===== config.mk =====
export PLATFORM = sky130hd
export DESIGN_NAME = sr_cmd_gen
export DESIGN_NICKNAME = d
export VERILOG_FILES = /design/src/rtl/sr_cmd_pkg.sv /design/src/rtl/sr_debounce.sv /design/src/rtl/sr_cmd_gen.sv
export SDC_FILE = /design/constraint.sdc
export NUM_CORES = 1
export LEC_CHECK = 0
export CAP_MARGIN = 5
export CORE_MARGIN = 2
export CORE_UTILIZATION = 61
export DETAILED_ROUTE_END_ITERATION = 10
export GPL_ROUTABILITY_DRIVEN = 1
export PLACE_DENSITY = 0.83
export SYNTH_ARGS = -nofsm -noshare
export SYNTH_HDL_FRONTEND = slang
export SYNTH_HIERARCHICAL = 1
export SYNTH_SLANG_ARGS = --single-unit

===== constraint.sdc =====
create_clock -name clk -period 3.2 [get_ports clk]
set_input_delay 0.32 -clock clk [delete_from_list [all_inputs] [get_ports clk]]
set_output_delay 0.32 -clock clk [all_outputs]
set_load 0.01 [all_outputs]

===== src/rtl/sr_cmd_pkg.sv =====
// Shared types and constants for the SR command generator.
// Holds the pulse FSM states, command encoding and counter widths.
package sr_cmd_pkg;

    localparam int CNT_W = 8;
    localparam int DB_W  = 8;
    localparam int HO_W  = 8;

    typedef enum logic [1:0] {
        IDLE    = 2'd0,
        PULSE   = 2'd1,
        HOLDOFF = 2'd2
    } sr_state_e;

    typedef enum logic {
        CMD_SET = 1'b0,
        CMD_CLR = 1'b1
    } sr_cmd_e;

endpackage


===== src/rtl/sr_debounce.sv =====
// Two-flop synchronizer, consecutive-cycle debounce filter and rise detector.
// Output rise is a registered one-cycle event on each 0->1 change of the filtered level.
module sr_debounce
    import sr_cmd_pkg::*;
#(
    parameter int unsigned DB_CYCLES = 4
) (
    input  logic clk,
    input  logic reset,
    input  logic raw,
    output logic rise
);

    localparam logic [DB_W-1:0] DB_LAST = DB_W'(DB_CYCLES - 1);

    logic            sync1_r;
    logic            sync2_r;
    logic            level_r;
    logic [DB_W-1:0] db_cnt_r;
    logic            rise_r;

    // Synchronize the raw pin, then filter it and flag filtered rising edges.
    always_ff @(posedge clk) begin
        if (reset) begin
            sync1_r  <= 1'b0;
            sync2_r  <= 1'b0;
            level_r  <= 1'b0;
            db_cnt_r <= {DB_W{1'b0}};
            rise_r   <= 1'b0;
        end else begin
            sync1_r <= raw;
            sync2_r <= sync1_r;
            // Any cycle where the synchronized value agrees with the level restarts the count.
            if (sync2_r != level_r) begin
                if (db_cnt_r == DB_LAST) begin
                    level_r  <= sync2_r;
                    db_cnt_r <= {DB_W{1'b0}};
                    rise_r   <= sync2_r;
                end else begin
                    db_cnt_r <= db_cnt_r + {{(DB_W-1){1'b0}}, 1'b1};
                    rise_r   <= 1'b0;
                end
            end else begin
                db_cnt_r <= {DB_W{1'b0}};
                rise_r   <= 1'b0;
            end
        end
    end

    assign rise = rise_r;

endmodule


===== src/rtl/sr_cmd_gen.sv =====
// Debounced set/clear request to one-cycle s/r pulse generator with holdoff.
// Optional build macro SR_CMD_GEN_SET_PRIORITY_EN: simultaneous set+clear issues s.
module sr_cmd_gen
    import sr_cmd_pkg::*;
#(
    parameter int unsigned DB_CYCLES      = 4,
    parameter int unsigned HOLDOFF_CYCLES = 2
) (
    input  logic             clk,
    input  logic             reset,
    input  logic             set_req_raw,
    input  logic             clr_req_raw,
    output logic             s,
    output logic             r,
    output logic             busy,
    output logic             conflict,
    output logic [CNT_W-1:0] cmd_cnt
);

    localparam logic [HO_W-1:0] HO_INIT = HO_W'(HOLDOFF_CYCLES);
    localparam logic            HO_EN   = (HOLDOFF_CYCLES != 32'd0);

    logic             set_ev_s;
    logic             clr_ev_s;

    sr_state_e        state_r;
    sr_state_e        state_nx_s;
    sr_cmd_e          cmd_r;
    sr_cmd_e          cmd_nx_s;
    logic [HO_W-1:0]  ho_cnt_r;
    logic [HO_W-1:0]  ho_cnt_nx_s;
    logic             conflict_nx_s;

    logic             s_r;
    logic             r_r;
    logic             busy_r;
    logic             conflict_r;
    logic [CNT_W-1:0] cmd_cnt_r;

    sr_debounce #(.DB_CYCLES(DB_CYCLES)) u_set_db (
        .clk   (clk),
        .reset (reset),
        .raw   (set_req_raw),
        .rise  (set_ev_s)
    );

    sr_debounce #(.DB_CYCLES(DB_CYCLES)) u_clr_db (
        .clk   (clk),
        .reset (reset),
        .raw   (clr_req_raw),
        .rise  (clr_ev_s)
    );

    // Next-state logic; events outside IDLE are simply dropped.
    always_comb begin
        state_nx_s    = state_r;
        cmd_nx_s      = cmd_r;
        ho_cnt_nx_s   = ho_cnt_r;
        conflict_nx_s = 1'b0;
        case (state_r)
            IDLE: begin
                if (set_ev_s && clr_ev_s) begin
                    conflict_nx_s = 1'b1;
`ifdef SR_CMD_GEN_SET_PRIORITY_EN
                    state_nx_s = PULSE;
                    cmd_nx_s   = CMD_SET;
`else
                    state_nx_s = IDLE;
`endif
                end else if (set_ev_s) begin
                    state_nx_s = PULSE;
                    cmd_nx_s   = CMD_SET;
                end else if (clr_ev_s) begin
                    state_nx_s = PULSE;
                    cmd_nx_s   = CMD_CLR;
                end else begin
                    state_nx_s = IDLE;
                end
            end
            PULSE: begin
                if (HO_EN) begin
                    state_nx_s  = HOLDOFF;
                    ho_cnt_nx_s = HO_INIT;
                end else begin
                    state_nx_s = IDLE;
                end
            end
            HOLDOFF: begin
                if (ho_cnt_r <= {{(HO_W-1){1'b0}}, 1'b1}) begin
                    state_nx_s  = IDLE;
                    ho_cnt_nx_s = {HO_W{1'b0}};
                end else begin
                    ho_cnt_nx_s = ho_cnt_r - {{(HO_W-1){1'b0}}, 1'b1};
                end
            end
            default: begin
                state_nx_s  = IDLE;
                ho_cnt_nx_s = {HO_W{1'b0}};
            end
        endcase
    end

    // State register; outputs are registered from the next state so they align with it.
    always_ff @(posedge clk) begin
        if (reset) begin
            state_r    <= IDLE;
            cmd_r      <= CMD_SET;
            ho_cnt_r   <= {HO_W{1'b0}};
            s_r        <= 1'b0;
            r_r        <= 1'b0;
            busy_r     <= 1'b0;
            conflict_r <= 1'b0;
            cmd_cnt_r  <= {CNT_W{1'b0}};
        end else begin
            state_r    <= state_nx_s;
            cmd_r      <= cmd_nx_s;
            ho_cnt_r   <= ho_cnt_nx_s;
            s_r        <= (state_nx_s == PULSE) && (cmd_nx_s == CMD_SET);
            r_r        <= (state_nx_s == PULSE) && (cmd_nx_s == CMD_CLR);
            busy_r     <= (state_nx_s != IDLE);
            conflict_r <= conflict_nx_s;
            if (state_nx_s == PULSE) begin
                cmd_cnt_r <= cmd_cnt_r + {{(CNT_W-1){1'b0}}, 1'b1};
            end else begin
                cmd_cnt_r <= cmd_cnt_r;
            end
        end
    end

    assign s        = s_r;
    assign r        = r_r;
    assign busy     = busy_r;
    assign conflict = conflict_r;
    assign cmd_cnt  = cmd_cnt_r;

endmodule

==> out/qor.txt, run 1 <==
Largest stage delay, worst path - 0.58 ns
Max-slew headroom - 0.491
worst skew pair latency - 0.36 ns
critical path's top delay family - compound AO/OA/AOI/OAI gates
final setup fails - 0
Final period util - 0.673
crit path DAT - 2.40 ns
Die Wd - 62.2 microns
CTS tree - done
dpl ws - 1.06 ns
Hold WC Path Type - flip-flop to flip-flop
highest metal used - met4
worst-margin pin slew - 0.761 ns
Slew Viols, Final - 0
first-pass GRT wire length - 5940 microns
Seq pwr share - 0.612
post-layout util - 0.716
synth cell count leaders - dfxtp_1 (47), nor2_1 (32), a21oi_1 (17)
largest area contributor in the netlist - dfxtp_1
Resized Gates After CTS - 0
Clock transition at path regs - 0.13 ns
FFs w/ async S/R, synth - 0
# DRC - 0
worst clock skew - 0.0119 ns
Initial DRC Count - 73
Setup CP Type - flip-flop to flip-flop
IO Count - 16
port bufs - 15
Post-layout nets - 265
cts hold-fix bufs - 0
Site Rows - 21
clock sink total - 47
M1 WL - 1600 microns
RSZ-0062 raised after global routing - no
Overall Global Routing Usage - 0.188
DR vias - 1560
EDFF count, synth - 0
critical path endpoint category - flip-flop
WP buf/inv - 0
final hold viol count - 0
critical path peak fanout - 6
PnR worst setup slack - 1.05 ns
placed cell areas - 0.00227 sq mm
routability cong. - 0.824
Final ANT Viol Nets - 0
top_reg_cell synth - dfxtp_1
slowest cell on the critical path - or4_4
pin count of the biggest net entering global routing - 23
Cell Pwr Density - 410 mW/mm^2
met3 WL - 87 microns
DRT Wirelength - 3240 microns
CP most frequent cell - nor2_1
number of diodes - 0
maximum vdd ir drop - 0.000357 V
synth warn - 6
most common cell in the synthesized netlist - dfxtp_1
cell-internal power - 0.765 mW
status - completed
clock network fraction of total power - 0.369
Area contributors post-synth - dfxtp_1 (46%), ha_1 (6.1%), nor2_1 (5.8%)
Sw Share - 0.207
GRT Residual Overflow - 0
DR pass1 iterations - 4
Setup TNS - 0 ns
HPWL after detailed placement - 2350 microns
post-synth top area share - 0.456
post-synthesis register bit count - 47
Final min period - 2.15 ns
Syn Nets - 245
Die ar. - 0.00386 sq mm
Fmax - 464 MHz
vias per std cell - 5.23
Synth Cell Area - 0.00206 sq mm
layout overhead on the synthesized area - 14.0%
htree depth - 2
clock buffer depth - 2
combinational share of power - 0.019
DR WL/cell - 10.9 microns
chip height - 62.2 microns
Yosys cell types - 32
root buf cell - clkbuf_4
vias in the first global route - 1509
syn avg cell area - 8.93 sq um
initial antenna violation count - 0
Setup Buffers After CTS - 0
CP startpoint kind - flip-flop
P_leak - 0.843 nW
post-route cell area - 0.00235 sq mm
Initial Util - 0.628
Tot Pwr - 0.964 mW
Met2 Wirelength - 1490 microns
Post-Synthesis Cells - 231
max cap viols - 0
switching power - 0.200 mW
WP data required - 3.44 ns
worst path cell trace - or4_4 -> o41ai_1 -> nor2_1 -> o21bai_1 -> nor2_1
Seq/Total Area, Yosys - 0.456
Core Footprint - 0.00328 sq mm
layout cells sized above 1 - 0.0635
CTS Buf Count - 5
[state kept, by name (all words and copies together), names as in the netlist]
signal and flops:
u_clr_db/rise 1, u_clr_db/level_r 1, s 1, u_set_db/level_r 1, u_set_db/sync2_r 1, u_set_db/db_cnt_r 8
u_clr_db/sync2_r 1, ho_cnt_r 8, u_set_db/rise 1, busy 1, r 1, u_clr_db/db_cnt_r 8
u_clr_db/sync1_r 1, cmd_r 1, state_r 2, conflict 1, u_set_db/sync1_r 1, cmd_cnt 8
[layout make-up]
cell class | instances | area (sq um)
clock buffer | 5 | 37.5
clock inverter | 3 | 47.5
fill | 244 | 932
inverter | 13 | 48.8
multi-input combinational | 168 | 1060
sequential | 47 | 941
tap | 46 | 57.6
timing repair buffer | 16 | 158
[worst paths after layout]
path | start | end | slack (ns) | depth (start not counted)
setup / recovery | ho_cnt_r[2]$_SDFFE_PP0N_ | ho_cnt_r[7]$_SDFFE_PP0N_ | 1.05 | 5
hold / removal | u_set_db/sync1_r$_SDFF_PP0_ | u_set_db/sync2_r$_SDFF_PP0_ | 0.45 | 1
setup reg to reg | ho_cnt_r[2]$_SDFFE_PP0N_ | ho_cnt_r[7]$_SDFFE_PP0N_ | 1.05 | 5
hold reg to reg | u_set_db/sync1_r$_SDFF_PP0_ | u_set_db/sync2_r$_SDFF_PP0_ | 0.45 | 1
[power groups by stage]
stage          Combinational [mW]  Clock (mW)  Sequential, mW
6_report                   0.0182       0.356           0.590
3_3_place_gp               0.0183           0           0.603
5_1_grt                    0.0211       0.394           0.591
2_1_floorplan              0.0104           0           0.603
3_5_place_dp               0.0184           0           0.603
4_1_cts                    0.0184       0.369           0.590
[layout by cell type (no fill, tap or decap), drive strengths merged, types with 2 or more instances in the layout]
cell	instances
xnor2	5
or3b	2
nand2	15
and3b	2
clkdlybuf4s50	15
o21ai	15
o211ai	4
nand4	4
xor2	10
or3	15
ha	10
nor2	32
nand3	9
nor4b	3
or4	5
dfxtp	47
and3	2
nor2b	8
inv	14
o41ai	2
clkbuf	5
a21oi	17
[metrics by stage]
| step | instances | hold slack [ns] |
|---|---|---|
| 3_5_place_dp | 290 | 0.420 |
| 2_1_floorplan | 231 | 0.389 |
| 4_1_cts | 298 | 0.452 |
| 5_1_grt | 298 | 0.473 |
| 6_report | 298 | 0.450 |
| 3_3_place_gp | 290 | 0.419 |
[metal layers]
metal / up-vias / track usage
met4: 0 / 0.0778
met1: 696 / 0.219
met3: 6 / 0.0489
li1: 842 / -
met2: 16 / 0.327
met5: - / 0
[kinds of logic after synthesis]
family / Yosys count / synth area share
and+or+nand+nor: 100 / 0.258
DFF: 47 / 0.456
AOI/OAI and AO/OA: 42 / 0.128
buffers and inverters: 16 / 0.0291
xor gates and xnor gates: 15 / 0.0637
adders and majority gates: 10 / 0.0606
muxes: 1 / 0.00485
Power figures use the tool's default switching activity.
==> run 2, diff against run 1 <==
Settings changed: CORE_UTILIZATION 61 to 57, PLACE_DENSITY 0.83 to 0.78.
Clock period 3.2 ns to 2.1 ns, I/O delays scaled along.
==> run 2 against run 1 <==
Hold slack got worse by 0.066 ns; wire length is 14% higher; sequential power up 52%; fmax grew 4.7%; non-clock buffer count up 9; via count is 7.3% higher; global-route usage up 1.2 points; first-iteration DRC count grew 32%; clock skew increased by 0.0026 ns; critical endpoint is now cmd_cnt[3]$_SDFFE_PP0N_; largest cell class unchanged; highest routed layer unchanged.
==> out/qor.txt, run 2 (synthesis results as in run 1) <==
hold path depth - 2 (+1)
crit path DAT - 2.37 ns (-0.03 ns)
Die ar. - 0.00412 sq mm (+6.6%)
worst-margin pin slew - 0.489 ns (-0.272 ns)
RR Endpoint - cmd_cnt[3]$_SDFFE_PP0N_
Die Wd - 64.2 microns (+3.2%)
root buf cell - clkbuf_4
number of diodes - 0 (unchanged)
CTS Buf Count - 5 (unchanged)
pin count of the biggest net entering global routing - 16 (-30%)
DRT Wirelength - 3680 microns (+14%)
first-pass GRT wire length - 6470 microns (+8.8%)
Initial DRC Count - 96 (+32%)
layout cells sized above 1 - 0.126 (+0.0629)
WP data required - 2.42 ns (-1.02 ns)
clock buffer depth - 2 (unchanged)
PnR worst setup slack - 0.0428 ns (-1.00 ns)
max cap viols - 0 (unchanged)
CTS tree - done
clock sink total - 47 (unchanged)
Setup TNS - 0 ns (unchanged)
maximum vdd ir drop - 0.000523 V (+47%)
Max-slew headroom - 0.673 (+0.181)
DR vias - 1674 (+7.3%)
# DRC - 0 (unchanged)
initial antenna violation count - 0 (unchanged)
layout overhead on the synthesized area - 19.3%
Hold WC Path Type - input port to flip-flop
CP startpoint kind - flip-flop
Post-layout nets - 274 (+3.4%)
GRT Residual Overflow - 0 (unchanged)
DR WL/cell - 12.0 microns (+10%)
htree depth - 2 (unchanged)
Cell Pwr Density - 614 mW/mm^2 (+50%)
Final period util - 0.980 (+0.307)
Fill cells - 253 (+3.7%)
HPWL after detailed placement - 2570 microns (+9.3%)
Hold EP - u_clr_db/sync1_r$_SDFF_PP0_
P_leak - 0.897 nW (+6.4%)
port bufs - 15 (unchanged)
FF-to-FF setup slack - 0.04 ns (-1.00 ns)
most common cell after layout, fill and taps aside - dfxtp_1
post-route cell area - 0.00246 sq mm (+4.6%)
R2R cell count - 6 (+1)
IO Count - 16 (unchanged)
critical path peak fanout - 10 (+4)
dpl ws - 0.0224 ns (-1.03 ns)
Slew Viols, Final - 0 (unchanged)
Final min period - 2.06 ns (-0.0958 ns)
critical path endpoint category - flip-flop
Core Footprint - 0.00342 sq mm (+4.0%)
hold_sp - clr_req_raw
routability cong. - 0.801 (-2.9%)
most frequent cells in the layout - dfxtp_1 (45), nor2_1 (31), nand2_1 (15), a21oi_1 (15), clkdlybuf4s50_1 (15)
Clock transition at path regs - 0.14 ns (about the same)
worst skew pair latency - 0.37 ns (about the same)
Overall Global Routing Usage - 0.200 (+0.0120)
vias per std cell - 5.45 (+4.2%)
RSZ-0062 raised after global routing - yes
final hold viol count - 0 (unchanged)
worst clock skew - 0.0145 ns (+0.00260 ns)
placed cell areas - 0.00232 sq mm (+2.3%)
Site Rows - 21 (unchanged)
Initial Util - 0.604 (-0.0242)
vias in the first global route - 1580 (+4.7%)
cts hold-fix bufs - 0 (unchanged)
Multi-input gate area - 0.00110 sq mm (+3.2%)
Final ANT Viol Nets - 0 (unchanged)
worst hold slack - 0.384 ns (-0.0665 ns)
register area - 943 sq um (+0.27%)
status - completed
Setup CP Type - flip-flop to flip-flop
chip height - 64.2 microns (+3.2%)
DR pass1 iterations - 4 (unchanged)
Fmax - 486 MHz (+4.7%)
Critical R2R Launch - ho_cnt_r[3]$_SDFFE_PP0N_
final setup fails - 0 (unchanged)
run 2: cell types whose count changed in the layout (fill, tap and decap cells not counted), moves of 2 or more:
cell	previous run	this run
or3_1	15	13
or3_4	0	2
buf_4	1	10
a21oi_2	0	2
dfxtp_1	47	45
a21oi_1	17	15
dfxtp_2	0	2
run 2: layout make-up:
class                      instances  area share
clock buffer                       6      0.0208
clock inverter                     2      0.0158
inverter                          13      0.0198
multi-input combinational        168       0.445
sequential                        47       0.383
tap                               46      0.0234
timing repair buffer              25      0.0915
run 2: stage by stage:
stage | cells | util | power [mW]
floorplan | 231 | - | 0.934
global placement | 297 | 0.679 | 0.949
detailed placement | 297 | 0.679 | 0.950
CTS | 305 | 0.705 | 1.52
global route | 307 | 0.721 | 1.56
finish | 307 | 0.721 | 1.51
run 2: worst max-delay path by stage:
stage,endpoint,cells past startpoint,slack (ns),start
3_3_place_gp,cmd_cnt[2]$_SDFFE_PP0N_,5,0.07,ho_cnt_r[2]$_SDFFE_PP0N_
5_1_grt,cmd_cnt[4]$_SDFFE_PP0N_,6,-0.03,ho_cnt_r[3]$_SDFFE_PP0N_
4_1_cts,cmd_cnt[7]$_SDFFE_PP0N_,5,0.04,ho_cnt_r[2]$_SDFFE_PP0N_
2_1_floorplan,cmd_cnt[2]$_SDFFE_PP0N_,5,0.12,ho_cnt_r[2]$_SDFFE_PP0N_
3_5_place_dp,cmd_cnt[2]$_SDFFE_PP0N_,5,0.02,ho_cnt_r[2]$_SDFFE_PP0N_
6_report,cmd_cnt[3]$_SDFFE_PP0N_,6,0.04,ho_cnt_r[3]$_SDFFE_PP0N_
run 2: layer usage:
metal	up-vias	wire length [microns]	GRT usage
met5	-	0	0
met4	0	62	0.0957
met3	5	95	0.0423
met2	21	1900	0.359
met1	790	1630	0.223
li1	858	-	-
run 2: critical path, cell delays in order (launching register included):
cell,delay [ns]
dfxtp_2,0.34
or4_4,0.56
o41ai_4,0.32
buf_4,0.19
o21ai_4,0.09
or3_4,0.39
a21oi_2,0.13
run 2: what timing repair did:
| item | in CTS | in global routing |
|---|---|---|
| hold endpoints to repair | 0 | 0 |
| gates resized for setup | 0 | 9 |
| pin swaps | 1 | 5 |
| setup endpoints to repair | 2 | 8 |
| setup buffers | 0 | 2 |
run 2: power by group:
group	total, mW	internal (mW)	switching (mW)
clock	0.581	0.288	0.294
sequential	0.899	0.896	0.00269
combinational	0.0312	0.0141	0.0171
total	1.51	1.20	0.314
==> run 3, diff against run 2 <==
Settings changed: CORE_UTILIZATION 57 to 51, PLACE_DENSITY 0.78 to 0.74.
Clock period 2.1 ns to 1.8 ns, I/O delays scaled along.
==> run 3 against run 2 <==
The run now ends with setup timing left; critical path depth unchanged; setup slack worse by 0.27 ns; clock power increased by 17%; clock skew shrank 0.0069 ns; die area increased by 11%; global-route usage shrank 2.3 points; flip-flop and latch count stayed put; clock-buffer cell count rose by 2; total power up 17%; hold slack better by 0.053 ns; combinational power increased by 37%; critical path type unchanged; largest cell class unchanged; largest power group unchanged.
==> out/qor.txt, run 3 (synthesis results as in run 1) <==
status - finished with violations
failing checks - setup timing
critical path endpoint category - flip-flop
clock network fraction of total power - 0.384 (about the same)
IO Count - 16 (unchanged)
Overall Global Routing Usage - 0.176 (-0.0235)
chip height - 67.6 microns (+5.4%)
vias per std cell - 5.26 (-3.6%)
WP data required - 1.99 ns (-0.43 ns)
Initial Util - 0.523 (-0.0807)
most frequent cells in the layout - dfxtp_1 (46), nor2_1 (30), buf_4 (22)
DRT Wirelength - 3660 microns (-0.62%)
layout overhead on the synthesized area - 25.6%
Hold WC Path Type - input port to flip-flop
Site Rows - 23 (+9.5%)
routability cong. - 0.807 (+0.76%)
Tot Pwr - 1.77 mW (+17%)
dpl ws - -0.144 ns (-0.166 ns)
worst path cell trace - or4_4 -> o41a_1 -> o211ai_1 -> buf_4 -> mux2i_1 -> nor2_1
DR WL/cell - 11.3 microns (-6.1%)
crit path DAT - 2.22 ns (-0.15 ns)
P_leak - 0.980 nW (+9.2%)
Sw Share - 0.199 (-0.00877)
port bufs - 15 (unchanged)
Setup TNS - -1.66 ns (-1.66 ns)
Post-layout nets - 288 (+5.1%)
worst-margin pin slew - 0.417 ns (-0.0717 ns)
Final min period - 2.02 ns (-0.0332 ns)
RSZ-0062 raised after global routing - yes
maximum vdd ir drop - 0.000525 V (+0.43%)
Final period util - 1.12 (+0.145)
CTS tree - done
# DRC - 0 (unchanged)
clock buffer depth - 2 (unchanged)
initial antenna violation count - 0 (unchanged)
vias in the first global route - 1559 (-1.3%)
placed cell areas - 0.00245 sq mm (+5.6%)
root buf cell - clkbuf_8
Die ar. - 0.00457 sq mm (+11%)
Clock transition at path regs - 0.08 ns (-0.06 ns)
Die Wd - 67.6 microns (+5.4%)
max cap viols - 0 (unchanged)
number of diodes - 0 (unchanged)
most common cell after layout, fill and taps aside - dfxtp_1
worst skew pair latency - 0.29 ns (-0.08 ns)
Fmax - 494 MHz (+1.6%)
slowest cell on the critical path - or4_4
Slew Viols, Final - 0 (unchanged)
Setup CP Type - flip-flop to flip-flop
WP buf/inv - 1 (unchanged)
critical path peak fanout - 4 (-6)
CTS Buf Count - 5 (unchanged)
worst clock skew - 0.00758 ns (-0.00688 ns)
Largest stage delay, worst path - 0.57 ns (about the same)
final hold viol count - 0 (unchanged)
DR vias - 1708 (+2.0%)
htree depth - 2 (unchanged)
PnR worst setup slack - -0.224 ns (-0.267 ns)
post-route cell area - 0.00259 sq mm (+5.3%)
final setup fails - 17 (+17)
CP startpoint kind - flip-flop
cell-internal power - 1.42 mW (+18%)
clock sink total - 47 (unchanged)
pin count of the biggest net entering global routing - 29 (+13)
combinational share of power - 0.024 (+0.003)
switching power - 0.351 mW (+12%)
post-layout util - 0.657 (-0.0633)
Seq pwr share - 0.592 (-0.003)
Final ANT Viol Nets - 0 (unchanged)
Cell Pwr Density - 682 mW/mm^2 (+11%)
first-pass GRT wire length - 6130 microns (-5.2%)
critical path's top delay family - simple AND/OR/NAND/NOR gates
Max-slew headroom - 0.721 (+0.0482)
layout cells sized above 1 - 0.164 (+0.0372)
DR pass1 iterations - 4 (unchanged)
GRT Residual Overflow - 0 (unchanged)
Core Footprint - 0.00394 sq mm (+15%)
HPWL after detailed placement - 2610 microns (+1.7%)
Initial DRC Count - 95 (-1.0%)
[run 3: cell count changes in the layout (fill, tap and decap cells not counted), sizes merged]
cell	previous run	this run
bufinv	1	0
buf	10	24
inv	14	13
clkbuf	6	8
[run 3: power by group through the flow]
stage / combinational (mW) / clock (mW) / sequential, mW
global route: 0.0475 / 0.736 / 1.05
finish: 0.0426 / 0.678 / 1.05
CTS: 0.0424 / 0.695 / 1.05
detailed placement: 0.0423 / 0 / 1.07
floorplan: 0.0185 / 0 / 1.07
global placement: 0.0414 / 0 / 1.07
[run 3: area by class of cell]
cell class	count	area (sq um)
Clock buffer	8	100
Fill cell	320	1350
Inverter	13	48.8
Multi-Input combinational cell	168	1090
Sequential cell	47	942
Tap cell	50	62.6
Timing Repair Buffer	39	347
[run 3: through the flow]
| step | hold WS [ns] | instances |
|---|---|---|
| floorplan | 0.249 | 231 |
| detailed placement | 0.426 | 315 |
| finish | 0.437 | 325 |
| global placement | 0.419 | 315 |
| global route | 0.440 | 325 |
| CTS | 0.428 | 324 |
[run 3: routing by layer]
layer  up-vias  wire, microns  global-route usage
met5         -              0                   0
met4         0             48              0.0663
met3         4             92              0.0467
met2        18           1920               0.332
met1       798           1600               0.185
li1        888              -                   -
[run 3: path summary, 6_finish.rpt]
kind,slack (ns),end,start,cells after the start
max,-0.22,cmd_cnt[1]$_SDFFE_PP0N_,ho_cnt_r[5]$_SDFFE_PP0N_,6
min reg2reg,0.44,u_clr_db/sync2_r$_SDFF_PP0_,u_clr_db/sync1_r$_SDFF_PP0_,1
min,0.44,u_set_db/sync1_r$_SDFF_PP0_,set_req_raw,2
max reg2reg,-0.22,cmd_cnt[1]$_SDFFE_PP0N_,ho_cnt_r[5]$_SDFFE_PP0N_,6
[run 3: worst reg2reg max path, stage by stage (launching register included)]
cell and delay [ns]:
dfxtp_2 0.32, or4_4 0.57, o41a_1 0.40, o211ai_1 0.23, buf_4 0.16, mux2i_1 0.20, nor2_1 0.05
[run 3: timing repair]
item,4_1_cts,5_1_grt
hold buffers,0,0
gates resized for setup,2,5
buffers inserted,1,1
pin swaps,1,3
gates cloned,0,0
endpoints found under the setup margin,16,18
